==> src/rtl/alu_op_issue_if.sv <==
// Handshake bundle between decode and the ALU issue stage: instruction fields in,
// decoded ALU control out.
interface alu_op_issue_if #(
  parameter int TAG_W = 8
);
  logic             in_valid;
  logic             in_ready;
  logic [6:0]       in_opcode;
  logic [2:0]       in_funct3;
  logic [6:0]       in_funct7;
  logic [TAG_W-1:0] in_tag;
  logic             out_valid;
  logic             out_ready;
  logic [2:0]       out_opc;
  logic             out_is_branch;
  logic             out_br_on_zero;
  logic             out_illegal;
  logic [TAG_W-1:0] out_tag;

  modport master (
    output in_valid, in_opcode, in_funct3, in_funct7, in_tag, out_ready,
    input  in_ready, out_valid, out_opc, out_is_branch, out_br_on_zero, out_illegal, out_tag
  );

  modport slave (
    input  in_valid, in_opcode, in_funct3, in_funct7, in_tag, out_ready,
    output in_ready, out_valid, out_opc, out_is_branch, out_br_on_zero, out_illegal, out_tag
  );
endinterface

==> src/rtl/alu_op_issue.sv <==
// RV32I decode-and-issue stage producing ALU op code and branch sense, one registered op per instruction.
// Optional ALU_ISSUE_SKID_EN adds a skid register so in_ready comes straight from a flop.
module alu_op_issue #(
  parameter int TAG_W = 8
) (
  input logic         clk,
  input logic         rst_n,
  alu_op_issue_if.slave bus
);
  localparam logic [2:0] OPC_ADD  = 3'b000;
  localparam logic [2:0] OPC_SUB  = 3'b001;
  localparam logic [2:0] OPC_AND  = 3'b010;
  localparam logic [2:0] OPC_OR   = 3'b011;
  localparam logic [2:0] OPC_XOR  = 3'b100;
  localparam logic [2:0] OPC_SLT  = 3'b101;
  localparam logic [2:0] OPC_SLTU = 3'b110;
  localparam logic [2:0] OPC_ILL  = 3'b111;

  typedef struct packed {
    logic [2:0]       opc;
    logic             is_branch;
    logic             br_on_zero;
    logic             illegal;
    logic [TAG_W-1:0] tag;
  } op_t;

  op_t  dec_op;
  op_t  out_q, out_d;
  logic out_valid_q, out_valid_d;
  logic in_ready;
  logic in_fire, out_fire;

  // Decoder defaults to the illegal encoding; legal cases overwrite the op fields.
  always_comb begin
    dec_op            = '0;
    dec_op.opc        = OPC_ILL;
    dec_op.illegal    = 1'b1;
    dec_op.tag        = bus.in_tag;
    unique case (bus.in_opcode)
      7'b0110011: begin
        if (bus.in_funct7 == 7'b0000000) begin
          dec_op.illegal = 1'b0;
          case (bus.in_funct3)
            3'b000:  dec_op.opc = OPC_ADD;
            3'b111:  dec_op.opc = OPC_AND;
            3'b110:  dec_op.opc = OPC_OR;
            3'b100:  dec_op.opc = OPC_XOR;
            3'b010:  dec_op.opc = OPC_SLT;
            3'b011:  dec_op.opc = OPC_SLTU;
            default: dec_op.illegal = 1'b1;
          endcase
        end else if (bus.in_funct7 == 7'b0100000 && bus.in_funct3 == 3'b000) begin
          dec_op.illegal = 1'b0;
          dec_op.opc     = OPC_SUB;
        end
      end
      7'b0010011: begin
        dec_op.illegal = 1'b0;
        case (bus.in_funct3)
          3'b000:  dec_op.opc = OPC_ADD;
          3'b111:  dec_op.opc = OPC_AND;
          3'b110:  dec_op.opc = OPC_OR;
          3'b100:  dec_op.opc = OPC_XOR;
          3'b010:  dec_op.opc = OPC_SLT;
          3'b011:  dec_op.opc = OPC_SLTU;
          default: dec_op.illegal = 1'b1;
        endcase
      end
      7'b0000011, 7'b0100011, 7'b1100111, 7'b0110111: begin
        dec_op.illegal = 1'b0;
        dec_op.opc     = OPC_ADD;
      end
      7'b1100011: begin
        dec_op.illegal   = 1'b0;
        dec_op.is_branch = 1'b1;
        case (bus.in_funct3)
          3'b000: begin dec_op.opc = OPC_SUB;  dec_op.br_on_zero = 1'b1; end
          3'b001: begin dec_op.opc = OPC_SUB;  dec_op.br_on_zero = 1'b0; end
          3'b100: begin dec_op.opc = OPC_SLT;  dec_op.br_on_zero = 1'b0; end
          3'b101: begin dec_op.opc = OPC_SLT;  dec_op.br_on_zero = 1'b1; end
          3'b110: begin dec_op.opc = OPC_SLTU; dec_op.br_on_zero = 1'b0; end
          3'b111: begin dec_op.opc = OPC_SLTU; dec_op.br_on_zero = 1'b1; end
          default: begin
            dec_op.illegal   = 1'b1;
            dec_op.is_branch = 1'b0;
          end
        endcase
      end
      default: ;
    endcase
    if (dec_op.illegal) dec_op.opc = OPC_ILL;
  end

  assign in_fire  = bus.in_valid && in_ready;
  assign out_fire = out_valid_q && bus.out_ready;

`ifdef ALU_ISSUE_SKID_EN
  op_t  skid_q, skid_d;
  logic skid_valid_q, skid_valid_d;
  logic in_ready_q, in_ready_d;

  assign in_ready = in_ready_q;

  // in_ready_q accepts one op after out_ready drops; that op lands in skid.
  always_comb begin
    out_d        = out_q;
    out_valid_d  = out_valid_q;
    skid_d       = skid_q;
    skid_valid_d = skid_valid_q;
    if (!out_valid_q || out_fire) begin
      if (skid_valid_q) begin
        out_d        = skid_q;
        out_valid_d  = 1'b1;
        skid_valid_d = 1'b0;
      end else begin
        out_valid_d = in_fire;
        if (in_fire) out_d = dec_op;
      end
    end else if (in_fire) begin
      skid_d       = dec_op;
      skid_valid_d = 1'b1;
    end
    in_ready_d = !skid_valid_d;
  end

  always_ff @(posedge clk or negedge rst_n) begin
    if (!rst_n) begin
      skid_q       <= '0;
      skid_valid_q <= 1'b0;
      in_ready_q   <= 1'b1;
    end else begin
      skid_q       <= skid_d;
      skid_valid_q <= skid_valid_d;
      in_ready_q   <= in_ready_d;
    end
  end
`else
  assign in_ready = !out_valid_q || bus.out_ready;

  always_comb begin
    out_d       = out_q;
    out_valid_d = out_valid_q;
    if (in_fire) begin
      out_d       = dec_op;
      out_valid_d = 1'b1;
    end else if (out_fire) begin
      out_valid_d = 1'b0;
    end
  end
`endif

  always_ff @(posedge clk or negedge rst_n) begin
    if (!rst_n) begin
      out_q       <= '0;
      out_valid_q <= 1'b0;
    end else begin
      out_q       <= out_d;
      out_valid_q <= out_valid_d;
    end
  end

  assign bus.in_ready       = in_ready;
  assign bus.out_valid      = out_valid_q;
  assign bus.out_opc        = out_q.opc;
  assign bus.out_is_branch  = out_q.is_branch;
  assign bus.out_br_on_zero = out_q.br_on_zero;
  assign bus.out_illegal    = out_q.illegal;
  assign bus.out_tag        = out_q.tag;
endmodule
==> src/flat_wrapper.sv <==
// flat-port wrapper written by rule: the top's interface ports become plain ports
module alu_op_issue_flat 
#(
  parameter int TAG_W = 8
)
  (clk, rst_n, bus_in_valid, bus_in_opcode, bus_in_funct3, bus_in_funct7, bus_in_tag, bus_out_ready, bus_in_ready, bus_out_valid, bus_out_opc, bus_out_is_branch, bus_out_br_on_zero, bus_out_illegal, bus_out_tag);
  alu_op_issue_if #(.TAG_W(TAG_W)) bus_i ();
  input logic clk;
  input logic rst_n;
  input wire logic [$bits(bus_i.in_valid)-1:0] bus_in_valid;
  input wire logic [$bits(bus_i.in_opcode)-1:0] bus_in_opcode;
  input wire logic [$bits(bus_i.in_funct3)-1:0] bus_in_funct3;
  input wire logic [$bits(bus_i.in_funct7)-1:0] bus_in_funct7;
  input wire logic [$bits(bus_i.in_tag)-1:0] bus_in_tag;
  input wire logic [$bits(bus_i.out_ready)-1:0] bus_out_ready;
  output wire logic [$bits(bus_i.in_ready)-1:0] bus_in_ready;
  output wire logic [$bits(bus_i.out_valid)-1:0] bus_out_valid;
  output wire logic [$bits(bus_i.out_opc)-1:0] bus_out_opc;
  output wire logic [$bits(bus_i.out_is_branch)-1:0] bus_out_is_branch;
  output wire logic [$bits(bus_i.out_br_on_zero)-1:0] bus_out_br_on_zero;
  output wire logic [$bits(bus_i.out_illegal)-1:0] bus_out_illegal;
  output wire logic [$bits(bus_i.out_tag)-1:0] bus_out_tag;
  assign bus_i.in_valid = bus_in_valid;
  assign bus_i.in_opcode = bus_in_opcode;
  assign bus_i.in_funct3 = bus_in_funct3;
  assign bus_i.in_funct7 = bus_in_funct7;
  assign bus_i.in_tag = bus_in_tag;
  assign bus_i.out_ready = bus_out_ready;
  assign bus_in_ready = bus_i.in_ready;
  assign bus_out_valid = bus_i.out_valid;
  assign bus_out_opc = bus_i.out_opc;
  assign bus_out_is_branch = bus_i.out_is_branch;
  assign bus_out_br_on_zero = bus_i.out_br_on_zero;
  assign bus_out_illegal = bus_i.out_illegal;
  assign bus_out_tag = bus_i.out_tag;
  alu_op_issue #(.TAG_W(TAG_W)) u_core (.clk(clk), .rst_n(rst_n), .bus(bus_i));
endmodule
==> config.mk <==
export PLATFORM = sky130hd
export DESIGN_NAME = alu_op_issue_flat
export DESIGN_NICKNAME = d
export VERILOG_FILES = /design/src/rtl/alu_op_issue_if.sv /design/src/rtl/alu_op_issue.sv /design/src/flat_wrapper.sv
export SDC_FILE = /design/constraint.sdc
export NUM_CORES = 1
export LEC_CHECK = 0
export ABC_AREA = 0
export BUFFER_PORTS_ARGS = -buffer_cell sky130_fd_sc_hd__buf_2
export CAP_MARGIN = 20
export CORE_ASPECT_RATIO = 1.25
export CORE_UTILIZATION = 47
export DETAILED_ROUTE_END_ITERATION = 16
export GPL_TIMING_DRIVEN = 1
export HOLD_SLACK_MARGIN = 0.05
export PLACE_DENSITY_LB_ADDON = 0.2
export SLEW_MARGIN = 10
export SYNTH_ARGS = -nofsm -noshare
export SYNTH_HDL_FRONTEND = slang
export SYNTH_SLANG_ARGS = --single-unit
==> constraint.sdc <==
create_clock -name clk -period 2.02 [get_ports clk]
set_input_delay 0.404 -clock clk [delete_from_list [all_inputs] [get_ports clk]]
set_output_delay 0.404 -clock clk [all_outputs]
set_load 0.03 [all_outputs]
After elaboration in Yosys (flattened, before gate mapping). Cells that the tools add are included.

Eq/ne operators: 15. Muxes and demuxes: 16. Reduce and logical (&&, ||, !) cells: 15.

Operators with widths (number): $eq 7x6->1 const B (4); $pmux 3 s6 (1); $eq 7x7->1 const B (2); $eq 3x3->1 const B (4); $pmux 3 s4 (1); $reduce_or 6->1 (2); $mux 3 (3); $pmux 3 s3 (1); $mux 1 (8); $eq 7x2->1 const B (1); $eq 7x5->1 const B (1); $logic_not 7->1 (1); $eq 3x2->1 const B (2); $reduce_or 2->1 (3); $pmux 1 s4 (1); $reduce_or 4->1 (1); $eq 3x1->1 const B (1); $logic_and 1x1->1 (3); $logic_not 3->1 (1); $reduce_or 3->1 (1); $mux 2 (1); $reduce_bool 2->1 (1); $logic_not 1->1 (1); $logic_or 1x1->1 (1).

Register bits after elaboration: 15. Bits of input ports: 29. Output and inout port bits: 16. Logic and storage cells: 52.

Longest topological paths before layout.
Depth after elaboration: 6. Gate-level depth with buffers: 7. Gate-level depth less buffers: 5.

Worst setup path after synthesis. OpenSTA, ideal clock, no wires.

Path type: register -> register. Start: reg u_core.out_valid_q, in the netlist u_core.bus.out_valid. End: reg u_core.out_q (netlist bit u_core.bus.out_opc[0]). Setup time: 0.138 ns. Arrival: 1.423 ns. Data required time: 1.882 ns. Setup slack: 0.459 ns. Stages on the path, launching flop included: 6. Buffers on the path: 0. Period minus slack after synthesis: 1.561 ns. Cells stage by stage: dfrtp_1 nand2b_1 nand2_1 nor3_1 and3_2 a41oi_2.

Longest elaborated chain between the ends: 3.

Ends and longest elaborated chain: start, declared (RTL line alu_op_issue.sv:29) `logic out_valid_q, out_valid_d;`; start signal, assigned (RTL line alu_op_issue.sv:158) `out_valid_q <= out_valid_d;`; $logic_not 1->1 (RTL line alu_op_issue.sv:138) `assign in_ready = !out_valid_q || bus.out_ready;`; $logic_or 1x1->1 (RTL line alu_op_issue.sv:138); named net bus_in_ready (RTL line flat_wrapper.sv:16) `output wire logic [$bits(bus_i.in_ready)-1:0] bus_in_ready;`; $logic_and 1x1->1 (RTL line alu_op_issue.sv:94) `assign in_fire = bus.in_valid && in_ready;`; end signal, assigned (RTL line alu_op_issue.sv:157) `out_q <= out_d;`; end, declared (RTL line alu_op_issue.sv:28) `op_t out_q, out_d;`.

The timed path passes the listed nets, and every way through them passes these cells. A chain may end at the register's enable or synchronous reset.

Worst setup path after layout.
Start: reg u_core.out_valid_q, in the netlist u_core.bus.out_valid. End: out bus_in_ready.

Longest elaborated chain between the ends: 2.

Ends and longest elaborated chain (RTL line): $logic_not 1->1 (alu_op_issue.sv:138); $logic_or 1x1->1 (alu_op_issue.sv:138); end, declared (flat_wrapper.sv:16).

No other way between the ends.

==> flow_metrics.py <==
metrics = {
    "layout": {
        "fin_cells": 165,
        "area_growth_pct": 25.6,
        "seqCellArea_um2": 375,
        "final_area_um2": 1110,
        "multi_input_area_um2": 435,
        "n_antenna_cell": 0,
        "fin_util_pct": 62.9,
        "layout_commonest_cell": "buf_2",
        "drive_above_1_share_pct": 37.7,
        "fill_cells": 170,
        "nNetsFinal": 176,
        "final_cell_mix": "buf_2 (44), nand2_1 (34), dfrtp_1 (15)",
    },
    "global_routing": {
        "antenna_found_initial": 0,
        "met1_usage_pct": 25.6,
        "gr-max-usage-layer": "met2",
        "grtUsageMet3_pct": 1.33,
        "grt_pass1_wl_mm": 3.19,
        "grt_start_max_net_pins": 16,
        "grt_pass1_vias": 816,
        "overflow": 0,
        "grt_usage_pct": 21.8,
        "met2_usage_pct": 37.0,
    },
    "yosys": {
        "syn-cell-area_um2": 883,
        "synth_nets": 132,
        "yosys_warnings": 0,
        "postSynthCellCount": 103,
        "ys_types": 31,
        "ys_seq_elements": 15,
        "avgSynthCellArea_um2": 8.58,
        "seq_area_frac_synth_pct": 42.5,
    },
    "clocking": {
        "cts_setup_buffers": 0,
        "htree_num_levels": 1,
        "cts_hold_buffers": 1,
        "clock-sinks": 15,
        "post_cts_resized": 0,
        "clk_path_buf_depth": 2,
        "cts_root_buf": "clkbuf_4",
        "tritoncts": "yes",
        "clock_latency_ps": 270,
        "cts_buffers": 3,
        "clkTransAtPathRegs_ps": 90,
    },
    "timing": {
        "holdWs_ps": 316,
        "clock_skew_ps": 5.42,
        "hold_viol_final": 0,
        "rsz0062_at_grt": "false",
        "max_slew.worst_pin.slew_ps": 453,
        "setup-tns-final_ps": 0,
        "finalSetupViolations": 0,
        "setup_ws_ps": 611,
        "slew_headroom_pct": 69.8,
        "finalCriticalPeriod_ps": 1410,
        "final.period_utilization_pct": 69.7,
        "slew_violations": 0,
        "fmax_ghz": 0.710,
    },
    "placed_design": {
        "port_buffers": 44,
        "place_congestion": 0.775,
        "hpwl_mm": 1.51,
        "dpl_cell_area_um2": 1070,
        "preCtsSetupSlack_ps": 362,
        "dp.cells": 160,
    },
    "routing": {
        "wl_per_cell_um": 11.7,
        "firstDrtPassIters": 4,
        "routed_wl_mm": 1.93,
        "drt_iter0_drc": 11,
        "drc": 0,
        "ant_nets": 0,
        "via_per_inst": 5.34,
        "vias": 881,
    },
    "die": {
        "core_area_um2": 1770,
        "initial_core_util_pct": 50.0,
        "die_x_um": 40.8,
        "die_area_um2": 2060,
        "die_height_um": 50.5,
        "row_count": 17,
        "io_pins": 45,
    },
    "pwr": {
        "leakage_nw": 0.565,
        "finalPower_mw": 0.698,
        "power.density_nw_per_um2": 629,
        "vdd_drop_max_v": 0.000373,
    },
    "min_path": {
        "holdPathStages": 3,
        "min_to": "u_core.bus.out_tag[0]",
        "holdCritStartpoint": "bus_in_tag[0]",
        "hp-class": "in -> reg",
    },
    "setup_path": {
        "crit_required_ps": 1620,
        "cp-end-kind": "output port",
        "critPathSlowestCell": "dfrtp_1",
        "rr_startpoint": "u_core.bus.out_valid",
        "timing.rr.end": "u_core.bus.out_opc[0]",
        "reg2regPathDepth": 5,
        "r2r_slack_ps": 670,
        "path_class": "reg -> out",
        "cpPeakStageDelay_ps": 380,
        "cp_max_fo": 4,
        "worstPathArrival_ps": 1000,
        "start_kind": "flop",
        "critical_path.cell_chain": "nand2b_1 > buf_2",
    },
    "outcome": {
        "status": "complete, no violations",
    },
    "job": {
        "cap_violations": 0,
    },
}
-- layer usage --
layer,up-vias,wire length [µm]
li1,440,-
met1,398,840
met2,37,940
met3,6,87
met4,0,56
met5,-,0
-- registers in the layout, indices dropped and copies added, names as in the netlist --
register and count:
u_core.bus.out_opc 3, u_core.bus.out_br_on_zero 1, u_core.bus.out_valid 1, u_core.bus.out_tag 8
u_core.bus.out_illegal 1, u_core.bus.out_is_branch 1
-- kinds of logic (layout without fill, tap and decap cells) --
family	after synthesis	after routing	synth area share, %
XOR/XNOR	1	1	0.992
AO/OA/AOI/OAI	20	20	17.8
buffers and inverters	10	53	8.21
flip-flops	15	15	42.5
AND/OR/NAND/NOR	57	57	30.5
-- cell type report --
class / count / area share, %
multi-input cells: 78 / 39.2
clock buffers: 4 / 2.37
flip-flops and latches: 15 / 33.8
inverters: 3 / 1.01
well taps: 19 / 2.14
repair buffers: 46 / 21.4
-- synth_stat cells (all sizes together) --
library cell	number	area share [%]
or4	1	1.3
nor4	2	1.4
and2	1	0.71
o22ai	2	2.1
xor2	1	0.99
o211ai	2	1.7
a221o	1	1.1
nor2	9	3.8
and3b	1	1.1
nand2b	3	2.1
o31ai	3	2.5
nor3	2	1.1
nand3	1	0.57
o32a	1	1.1
a21o	1	0.85
a31oi	5	4.2
and3	2	1.6
o21ai	2	1.1
a41oi	1	1.8
buf	6	6.5
clkbuf	1	0.42
nand3b	1	2.3
nand2	34	14
inv	3	1.3
a21oi	2	1.1
dfrtp	15	42
-- worst max-delay path by stage --
stage                    startpoint                     to
2_1_floorplan  u_core.bus.out_valid  u_core.bus.out_opc[0]
3_3_place_gp       bus_in_opcode[3]  u_core.bus.out_opc[0]
3_5_place_dp       bus_in_opcode[3]  u_core.bus.out_opc[0]
4_1_cts        u_core.bus.out_valid           bus_in_ready
5_1_grt        u_core.bus.out_valid           bus_in_ready
6_report       u_core.bus.out_valid           bus_in_ready
-- worst max-delay path, delay by kind of cell, from the launching register on --
kind          cells  cell delay (ps)
buf+inv           1              220
simple gates      1              130
flops             1              380
-- report_power, final --
group / total, mW / internal [mW] / switching (mW)
registers: 0.338 / 0.326 / 0.0121
clock network: 0.163 / 0.0764 / 0.0862
logic: 0.197 / 0.0671 / 0.130
(Power assumes the default switching activity.)
